==> src/rtl/handshake_constant_buf_if.sv <==
// Valid/ready bundle for handshake_constant_buf.
// Upstream control token in, constant data word out.
interface handshake_constant_buf_if #(
  parameter int DATA_WIDTH = 32
);
  logic                  ctrl_valid;
  logic                  ctrl_ready;
  logic [DATA_WIDTH-1:0] outs;
  logic                  outs_valid;
  logic                  outs_ready;

  modport master (
    output ctrl_valid,
    output outs_ready,
    input  ctrl_ready,
    input  outs,
    input  outs_valid
  );

  modport slave (
    input  ctrl_valid,
    input  outs_ready,
    output ctrl_ready,
    output outs,
    output outs_valid
  );
endinterface

==> src/rtl/handshake_constant_buf.sv <==
// Token buffer emitting a constant word; optional drain
// counter port enabled by HANDSHAKE_CONST_COUNT_EN.
module handshake_constant_buf #(
  parameter int          DATA_WIDTH = 32,
  parameter logic [63:0] VALUE      = '0,
  parameter int          DEPTH      = 2
) (
  input logic clk,
  input logic rst,
  handshake_constant_buf_if.slave bus
`ifdef HANDSHAKE_CONST_COUNT_EN
  ,
  output logic [15:0] tokens_sent
`endif
);

  localparam int OCC_W = $clog2(DEPTH + 1);
  localparam logic [OCC_W-1:0] FULL = OCC_W'(DEPTH);
  localparam logic [OCC_W-1:0] ONE  = OCC_W'(1);

  if (DEPTH < 1 || DEPTH > 16) begin : g_depth_chk
    $error("DEPTH out of range 1..16");
  end
  if (DATA_WIDTH < 1 || DATA_WIDTH > 64) begin : g_dw_chk
    $error("DATA_WIDTH out of range 1..64");
  end

  logic [OCC_W-1:0] occ_q;
  logic [OCC_W-1:0] occ_d;
  logic             ready_q;
  logic             valid_q;
  logic             accept;
  logic             drain;

  assign accept = bus.ctrl_valid && ready_q;
  assign drain  = valid_q && bus.outs_ready;

  always_comb begin
    occ_d = occ_q;
    unique case (1'b1)
      accept && !drain: occ_d = occ_q + ONE;
      drain && !accept: occ_d = occ_q - ONE;
      default:          occ_d = occ_q;
    endcase
  end

  // Flags are registered from the next occupancy so neither
  // handshake output sees the opposite side combinationally.
  always_ff @(posedge clk) begin
    if (rst) begin
      occ_q   <= '0;
      ready_q <= 1'b1;
      valid_q <= 1'b0;
    end else begin
      occ_q   <= occ_d;
      ready_q <= (occ_d != FULL);
      valid_q <= (occ_d != '0);
    end
  end

  assign bus.ctrl_ready = ready_q;
  assign bus.outs_valid = valid_q;
  assign bus.outs       = VALUE[DATA_WIDTH-1:0];

`ifdef HANDSHAKE_CONST_COUNT_EN
  logic [15:0] sent_q;

  always_ff @(posedge clk) begin
    if (rst) begin
      sent_q <= '0;
    end else if (drain) begin
      sent_q <= sent_q + 16'd1;
    end
  end

  assign tokens_sent = sent_q;
`endif

endmodule
==> src/flat_wrapper.sv <==
// flat-port wrapper written by rule: the top's interface ports become plain ports
module handshake_constant_buf_flat 
#(
  parameter int          DATA_WIDTH = 32,
  parameter logic [63:0] VALUE      = '0,
  parameter int          DEPTH      = 2
)
  (clk, rst, bus_ctrl_valid, bus_outs_ready, bus_ctrl_ready, bus_outs, bus_outs_valid);
  handshake_constant_buf_if #(.DATA_WIDTH(DATA_WIDTH)) bus_i ();
  input logic clk;
  input logic rst;
  input wire logic [$bits(bus_i.ctrl_valid)-1:0] bus_ctrl_valid;
  input wire logic [$bits(bus_i.outs_ready)-1:0] bus_outs_ready;
  output wire logic [$bits(bus_i.ctrl_ready)-1:0] bus_ctrl_ready;
  output wire logic [$bits(bus_i.outs)-1:0] bus_outs;
  output wire logic [$bits(bus_i.outs_valid)-1:0] bus_outs_valid;
  assign bus_i.ctrl_valid = bus_ctrl_valid;
  assign bus_i.outs_ready = bus_outs_ready;
  assign bus_ctrl_ready = bus_i.ctrl_ready;
  assign bus_outs = bus_i.outs;
  assign bus_outs_valid = bus_i.outs_valid;
  handshake_constant_buf #(.DATA_WIDTH(DATA_WIDTH), .VALUE(VALUE), .DEPTH(DEPTH)) u_core (.clk(clk), .rst(rst), .bus(bus_i));
endmodule
==> config.mk <==
export PLATFORM = sky130hd
export DESIGN_NAME = handshake_constant_buf_flat
export DESIGN_NICKNAME = d
export VERILOG_FILES = /design/src/rtl/handshake_constant_buf_if.sv /design/src/rtl/handshake_constant_buf.sv /design/src/flat_wrapper.sv
export SDC_FILE = /design/constraint.sdc
export NUM_CORES = 1
export LEC_CHECK = 0
export ABC_AREA = 1
export BUFFER_PORTS_ARGS = -buffer_cell sky130_fd_sc_hd__buf_2
export CAP_MARGIN = 10
export CORE_AREA = 2 2 39 41
export DETAILED_ROUTE_END_ITERATION = 7
export DIE_AREA = 0 0 41 43
export GPL_TIMING_DRIVEN = 0
export PLACE_DENSITY_LB_ADDON = 0.3
export REMOVE_ABC_BUFFERS = 1
export SLEW_MARGIN = 20
export SYNTH_ARGS = -nofsm -noshare
export SYNTH_HDL_FRONTEND = slang
export SYNTH_SLANG_ARGS = --single-unit
==> constraint.sdc <==
create_clock -name clk -period 2.21 [get_ports clk]
set_clock_uncertainty 0.05 [all_clocks]
set_input_delay 0.3315 -clock clk [delete_from_list [all_inputs] [get_ports clk]]
set_output_delay 0.3315 -clock clk [all_outputs]
set_load 0.02 [all_outputs]
==> results.tsv <==
stage	metric	value	unit
layout	filler instances	158	
global_routing	first-pass GRT wire length	579	µm
worst_hold_path	number of cells on the worst hold path	2	
routing	wire per inst	4.691	µm
worst_setup_path	slowest cell delay on critical path	310	ps
floorplan	horizontal die dimension	41	µm
power_and_ir_drop	Leak	0.2485	nW
worst_hold_path	HP Start	rst	
floorplan	number of I/O pins	38	
worst_setup_path	RR Endpoint	u_core.bus.outs_valid$_SDFF_PP0_	
clock_tree	cell chosen for the clock root	sky130_fd_sc_hd__clkbuf_4	
clock_tree	clock-pin slew on the worst setup and hold paths	40	ps
global_routing	GRT Total Usage	5.522	%
worst_setup_path	depth of the most critical reg-to-reg path	7	
layout	Area growth, synth to finish	-13.12	%
routing	number of search-and-repair iterations in the first detailed-routing pass	2	
routing	drc violations	0	
floorplan	row count	14	
timing	Hold Vio Cnt, Final	0	
floorplan	area enclosed by the die boundary	1763	µm²
global_routing	vias in the first global route	170	
synthesis	Post-Syn Area	429.2	µm²
placement	routability cong.	0.6043	
clock_tree	CTS Buf Count	3	
synthesis	per-instance average area after synthesis	7.399	µm²
layout	area of the multi-input gates	195.2	µm²
floorplan	die height	43	µm
layout	most used cells in the layout excluding fill and tap cells	sky130_fd_sc_hd__conb_1, sky130_fd_sc_hd__inv_1, sky130_fd_sc_hd__nand2_1	
worst_setup_path	required time at the endpoint of the critical path	2280	ps
timing	min cycle time layout	1220	ps
synthesis	unique cell type count in the Yosys netlist	11	
worst_setup_path	slowest library cell on the worst path	sky130_fd_sc_hd__ha_1	
worst_setup_path	worst-path fanout max	2	
worst_hold_path	Worst Hold Endpoint	u_core.occ_q[0]$_SDFF_PP0_	
synthesis	sequential area share after synthesis	18.66	%
global_routing	pin count of the biggest net entering global routing	4	
worst_setup_path	flop-to-flop setup slack	990	ps
worst_setup_path	critical path data arrival time	1290	ps
power_and_ir_drop	power per unit of standard cell area	1013	nW/µm²
global_routing	gr ovfl total	0	
run	max-cap check violation count	0	
worst_setup_path	nature of the critical path startpoint	register	
status	status	completed	
clock_tree	number of gates given a new drive strength after cts	0	
worst_setup_path	critical path endpoint category	register	
timing	TNS Setup	0	ps
timing	part of the cycle the worst path needs	55.20	%
worst_hold_path	Hold Crit Class	input port to register	
global_routing	antenna violations before repair	0	
layout	footprint of the flip-flops and latches	80.08	µm²
timing	Final setup viols	0	
clock_tree	Max Root-Sink Buffers	2	
floorplan	initial standard-cell utilization of the core	31.01	%
worst_setup_path	chain of cells forming the critical path	nand2_1 -> inv_1 -> ha_1 -> inv_1 -> nand4_1 -> nand3_2 -> nand2_1	
layout	fin nets	72	
clock_tree	hold-fix buffers at CTS	0	
clock_tree	sinks on the clock net	4	
timing	fmax	819.7	MHz
routing	Post-Route WL	380	µm
clock_tree	buffers inserted by post-CTS timing repair	0	
placement	estimated wirelength of the detail-placed design	353.7	µm
clock_tree	source-to-sink clock delay at the later pin of the worst-skew pair	230	ps
routing	average via count per standard cell	3.012	
routing	DRT iter0 DRCs	1	
timing	tightest hold margin	233.9	ps
layout	final antenna diode count	0	
worst_setup_path	r2r startpoint	u_core.bus.outs_valid$_SDFF_PP0_	
clock_tree	H-tree depth	1	
power_and_ir_drop	worst IR drop on VDD	331.6	µV
clock_tree	CTS tree	built	
layout	ratio of cells with drive above 1 in the final layout	13.85	%
placement	buffers added on ports	5	
synthesis	warnings from Yosys	0	
floorplan	area of the core	1384	µm²
synthesis	Synth Register Bits	4	
routing	number of vias in the routed layout	244	
timing	RSZ-0062 raised after global routing	false	
worst_setup_path	startpoint-to-endpoint class of the critical path	register to register	
routing	remaining antenna violation count after routing	0	
layout	most common library cell in the layout ignoring fill and taps	sky130_fd_sc_hd__conb_1	
timing	Slew Viols, Final	0	
synthesis	instance count of the mapped netlist	58	
routing by layer:
metal	GRT usage, %	vias to the layer above	share of wire (%)
met5	0	-	0
met1	5.145	100	34
li1	-	123	-
met4	8.000	0	0
met3	3.141	0	17
met2	6.563	21	49
registers in the layout, indices dropped and copies added (netlist names):
signal and flops:
u_core.occ_q 2, u_core.bus.outs_valid 1, u_core.bus.ctrl_ready 1
worst max-delay path: cells and delay by family, from the launching register on:
family / cells / cell delay [ps]
and+or+nand+nor: 4 / 360
adders and majority gates: 1 / 310
DFF: 1 / 300
buffers and inverters: 2 / 120
synthesized netlist by cell type:
cell type / number / share of area, %
sky130_fd_sc_hd__buf_4: 32 / 56
sky130_fd_sc_hd__conb_1: 1 / 0.87
sky130_fd_sc_hd__dfxtp_1: 4 / 19
sky130_fd_sc_hd__ha_1: 1 / 2.9
sky130_fd_sc_hd__inv_1: 8 / 7.0
sky130_fd_sc_hd__nand2_1: 6 / 5.2
sky130_fd_sc_hd__nand3_1: 1 / 1.2
sky130_fd_sc_hd__nand3_2: 1 / 2.3
sky130_fd_sc_hd__nand4_1: 2 / 2.9
sky130_fd_sc_hd__nor2_1: 1 / 0.87
sky130_fd_sc_hd__xor2_1: 1 / 2.0
worst max path at each step:
stage,startpoint,end,slack (ps),cells past startpoint
6_report,u_core.bus.outs_valid$_SDFF_PP0_,u_core.bus.outs_valid$_SDFF_PP0_,990,7
5_1_grt,u_core.bus.outs_valid$_SDFF_PP0_,u_core.bus.outs_valid$_SDFF_PP0_,860,7
4_1_cts,u_core.bus.outs_valid$_SDFF_PP0_,u_core.bus.outs_valid$_SDFF_PP0_,980,7
3_5_place_dp,bus_outs_ready,u_core.bus.outs_valid$_SDFF_PP0_,860,8
3_3_place_gp,bus_outs_ready,u_core.bus.outs_valid$_SDFF_PP0_,850,8
2_1_floorplan,u_core.bus.ctrl_ready$_SDFF_PP1_,u_core.bus.outs_valid$_SDFF_PP0_,930,6
metrics by stage:
step	worst slack, ps	instances	instance area, µm²	power [mW]	util (%)
floorplan	929.7	57	305.3	0.2623	-
global placement	849.1	78	350.3	0.2933	25.32
detailed placement	856.3	78	350.3	0.2926	25.32
CTS	976.7	81	372.9	0.3849	26.94
global route	857.7	81	372.9	0.4214	26.94
finish	990.1	81	372.9	0.3776	26.94
cells by family (layout without fill, tap and decap cells):
kind of cell	count (synthesis)	in the layout	share of synthesized area, %
DFF	4	4	18.66
buffers and inverters	40	16	62.97
xor gates and xnor gates	1	1	2.041
adders and majority gates	1	1	2.915
and+or+nand+nor	11	11	12.53
other	1	32	0.8738
power by group:
part	total (mW)	internal [mW]	switching (mW)
Clock	0.0870	0.0605	0.0265
Sequential	0.119	0.103	0.0159
Combinational	0.172	0.0461	0.126
area by class of cell:
class	instances	area share, %
timing repair buffer	5	6.711
inverter	8	8.054
clock buffer	3	6.040
tap	16	5.369
sequential	4	21.48
multi-input combinational	45	52.35
No activity file was read; power rests on OpenSTA's default activity.
